[config.mk]
export PLATFORM = sky130hd
export DESIGN_NAME = register_file
export DESIGN_NICKNAME = d
export VERILOG_FILES = /design/src/rtl/register_file.sv
export SDC_FILE = /design/constraint.sdc
export NUM_CORES = 2
export LEC_CHECK = 0
export CORE_ASPECT_RATIO = 0.9
export CORE_MARGIN = 8
export CORE_UTILIZATION = 35
export CTS_CLUSTER_DIAMETER = 120
export DETAILED_ROUTE_END_ITERATION = 16
export PLACE_DENSITY_LB_ADDON = 0.12
export SLEW_MARGIN = 0
export SYNTH_ARGS = -nofsm -noshare
export SYNTH_HDL_FRONTEND = slang
export SYNTH_SLANG_ARGS = --single-unit
[constraint.sdc]
create_clock -name clk -period 2.4 [get_ports clk]
set_input_delay 0.36 -clock clk [delete_from_list [all_inputs] [get_ports clk]]
set_output_delay 0.36 -clock clk [all_outputs]
set_load 0.005 [all_outputs]
[src/rtl/register_file.sv]
// register_file: MIPS 2-read/1-write register file with hardwired $0 and optional write-through bypass
module register_file #(
   parameter int WIDTH  = 32,
   parameter int DEPTH  = 32,
   parameter int AW     = 5,
   parameter int BYPASS = 0
) (
   input  logic             clk,
   input  logic             reset,
   input  logic [AW-1:0]    read_reg1,
   input  logic [AW-1:0]    read_reg2,
   input  logic [AW-1:0]    write_reg,
   input  logic [WIDTH-1:0] write_data,
   input  logic             reg_write,
   output logic [WIDTH-1:0] read_data1,
   output logic [WIDTH-1:0] read_data2
);
   logic [WIDTH-1:0] r_mem [DEPTH];
   logic             w_wr;
   logic             w_byp1;
   logic             w_byp2;
   always_ff @(posedge clk)
      if (reset)
         for (int i = 0; i < DEPTH; i++) r_mem[i] <= '0;
      else if (w_wr)
         r_mem[write_reg] <= write_data;
   always_comb begin
      w_wr       = reg_write && (write_reg != '0);
      w_byp1     = (BYPASS != 0) && w_wr && !reset && (read_reg1 == write_reg);
      w_byp2     = (BYPASS != 0) && w_wr && !reset && (read_reg2 == write_reg);
      read_data1 = (read_reg1 == '0) ? '0 : (w_byp1 ? write_data : r_mem[read_reg1]);
      read_data2 = (read_reg2 == '0) ? '0 : (w_byp2 ? write_data : r_mem[read_reg2]);
   end
endmodule

======== Word level (Yosys, flattened, before mapping) ========
Memory sizes are Yosys's and may differ from the RTL's.
Index checks and enable logic that the tools add are counted.
Widths: inputs -> output; s select.
word-level totals
  memories ................................ 1
  word-level logic and storage cells ...... 16
  RAM bits ................................ 1024
  input port bits ......................... 50
  flip-flop bits (word level) ............. 0
operators by class
  reductions and logical operators ........ 5
  multiplexer cells ....................... 10
memory list
  name   words  width  read ports  clocked after Yosys merged registers in  write ports  RTL line  source
  r_mem  32     32     2           0                                        32           18        logic [WIDTH-1:0] r_mem [DEPTH];
operator list
  kind               count
  $mux 32            3
  $reduce_or 32->1   1
  $logic_not 5->1    2
  $mux 1             6
  $mux 5             1
  $reduce_bool 5->1  1
  $logic_and 1x1->1  1

======== Depth between registers and ports, before layout ========
  depth in word-level cells ............... 7
  mapped depth ............................ 9

======== Worst setup path after synthesis ========
No wires, ideal clock.
  kind .................................... in2out
  start ................................... input read_reg1[2]
  end ..................................... output read_data1[10]
  slack ................................... 50 ps
  stages .................................. 7
  data arrival time ....................... 1990 ps
  buffers on the path ..................... 3
  path through ............................ buf_2 buf_2 clkbuf_1 mux4_2 mux4_2 o22ai_1 nor3_1
between the ends
  cells in the longest elaborated chain, start to end .. 2
  elaborated cells between the ends (all ways) .. 3
  those cells by class .................... mux: 1; reduce/logical: 1; memory: 1
RTL lines
  item                                              RTL line  source
  start: declaration                                10        input logic [AW-1:0] read_reg1,
  $mem_v2 32x32 or $logic_not 5->1 (tied branches)  n/a
  $mux 32 *                                         31        read_data1 = (read_reg1 == '0) ? '0 : (w_byp1 ? write_data : r_mem[read_reg1]);
  end: declaration                                  15        output logic [WIDTH-1:0] read_data1,
Every way passes the cells marked *; elsewhere a longest branch is shown, timed or not.

==> flow_summary.json <==
{
  "numCtsBuffers": 114,
  "cts.path.max_buffers": 3,
  "synth_area_um2": 54300,
  "critPathRequiredTime_ns": 2.04,
  "via_per_inst": 5.72,
  "peakVddDrop_mv": 0.594,
  "failed_checks": "setup timing",
  "finalHoldViolCount": 0,
  "async_flop_share_pct": 0,
  "ys_ff_latch": 1024,
  "io_pins": 114,
  "die_area_um2": 168000,
  "fin_nets": 4047,
  "crit_family": "multiplexers",
  "tightest_slew_ns": 0.855,
  "ant_nets": 0,
  "cts_sinks": 1024,
  "clk_pin_slew_ns": 0.06,
  "grt_max_degree": 51,
  "grt_pass1_wl_um": 288000,
  "crit_fanout": 2,
  "drc": 0,
  "cts_htree_levels": 3,
  "gp_congestion": 0.853,
  "crit_type": "flop to output pin",
  "synth_cell_type_count": 42,
  "arrival_ns": 2.73,
  "whs_ns": 0.438,
  "yosysSeqAreaShare_pct": 56.7,
  "grt_pass1_vias": 37272,
  "antenna_found_initial": 10,
  "core_area_um2": 154000,
  "power_leakage_nw": 24.2,
  "grt-ovfl-total": 0,
  "rows": 137,
  "setup_viol": 64,
  "end_kind": "output pin",
  "yosys.cell_count.top_type": "edfxtp_1",
  "finish.utilization_pct": 44.4,
  "area_growth_pct": 26.4,
  "path_buf_inv": 3,
  "synth_top_area_share_pct": 56.7,
  "netlist_top_cells_count": "1024 x edfxtp_1, 995 x and2_1, 472 x mux4_2",
  "finalCritPeriodShare_pct": 129,
  "final_layout_size_suffix_gt1_share_pct": 40.0,
  "critical_path.cell_chain": "buf_4 -> mux4_2 -> mux4_2 -> o22ai_2 -> buf_6 -> nor3_2 -> buf_2",
  "dp_hpwl_um": 137000,
  "drv_cap": 0,
  "slew_viol_final": 0,
  "dr.pass1.iters": 5,
  "crit_path_top_delay_cell": "mux4_2",
  "period_needed_ns": 3.09,
  "top_regs": "r_mem: 1024 flops",
  "cts_root_buffer": "clkbuf_16",
  "die_w_um": 431,
  "fin_ws_ns": -0.692,
  "cts_tree": "built",
  "synthTopCellsByArea": "edfxtp_1 57%, mux4_2 20%, and2_1 11%, mux2i_1 2.8%, clkbuf_1 1.9%",
  "fin_setup_tns_ns": -33.23,
  "synth_ff_type": "edfxtp_1",
  "critPathLaunchType": "flop",
  "max_stage_delay_ns": 0.54,
  "hp-class": "input pin to flop",
  "relSlewSlack_pct": 43.0,
  "grt_usage_pct": 24.0,
  "synth_area_per_cell_um2": 15.5,
  "io_buffers": 113,
  "dr.first_iter.drc_count": 4089,
  "die_height_um": 390,
  "largest_reg_flops": 1024,
  "cp_common_cell": "mux4_2",
  "postSynthCellCount": 3502,
  "wl_per_cell_um": 33.5,
  "vias": 35338,
  "p_per_area_nw_per_um2": 664,
  "synth_top_cell_by_area": "edfxtp_1",
  "fmax_mhz": 323,
  "wirelength_um": 207000,
  "ys_warn_count": 0,
  "largest_register": "r_mem",
  "outcome": "finished with violations",
  "synth_edf_count": 1024,
  "rsz0062_at_grt": "yes",
  "start_util_pct": 35.1
}
## layout make-up
cell class	instances	area, um^2
clock inverter	78	653
tap	2085	2610
inverter	2	7.51
fill	13561	85900
multi-input combinational	2120	24100
sequential	1024	30700
timing repair buffer	735	7490
antenna	3	7.51
clock buffer	133	2950
## metrics by stage
step,setup slack [ns],std cells,power (W),cell area [um^2]
2_1_floorplan,0.0501,3533,0.0245,54400
3_3_place_gp,-1.27,5938,0.0279,63000
3_5_place_dp,-1.27,5938,0.0280,63000
4_1_cts,-0.756,6159,0.0457,68200
5_1_grt,-0.780,6177,0.0468,68600
6_report,-0.692,6180,0.0455,68600
## kinds of logic (layout without fill, tap and decap cells)
kind of cell / Yosys count / count (layout) / share of synthesized area, %
muxes: 652 / 652 / 23.0
other: 1 / 35 / 0.00691
and+or+nand+nor: 1177 / 1177 / 13.3
DFF: 1024 / 1024 / 56.7
AOI/OAI and AO/OA: 259 / 259 / 3.65
buffers and inverters: 389 / 948 / 3.35
## worst paths after layout
kind,start,to,cells past startpoint
min,reset,r_mem[0][19],2
max,r_mem[26][17],read_data1[17],7
## cell usage in the layout, fill, tap and decap left out, types with 33 or more instances in the layout
master | Yosys | routed
a2111oi_4 | 0 | 42
and2_1 | 995 | 994
buf_12 | 0 | 154
buf_2 | 46 | 62
buf_4 | 38 | 458
clkbuf_16 | 0 | 115
clkdlybuf4s50_1 | 0 | 39
clkinv_1 | 0 | 33
edfxtp_1 | 1024 | 1024
mux2i_1 | 150 | 147
mux4_2 | 472 | 472
o22ai_1 | 103 | 75
or2_2 | 33 | 33
## where the power goes
part	internal, W	switching [W]
Combinational	0.00331	0.00362
Sequential	0.0207	0.000555
Clock	0.00979	0.00760
Total	0.0338	0.0118
## what timing repair did
action / CTS / global route
hold buffers: 0 / 0
gates resized for setup: 577 / 34
buffers inserted: 33 / 19
endpoints found under the setup margin: 64 / 64
cloned: 0 / 0
pin swaps: 120 / 53
## layer usage
| layer | track usage [%] | wire length (um) | vias to the layer above |
|---|---|---|---|
| li1 | - | - | 14600 |
| met1 | 31.3 | 84000 | 18824 |
| met2 | 41.3 | 102000 | 1566 |
| met3 | 3.42 | 12900 | 348 |
| met4 | 8.36 | 8500 | 0 |
| met5 | 0 | 0 | - |
No activity file was read; power rests on OpenSTA's default activity.
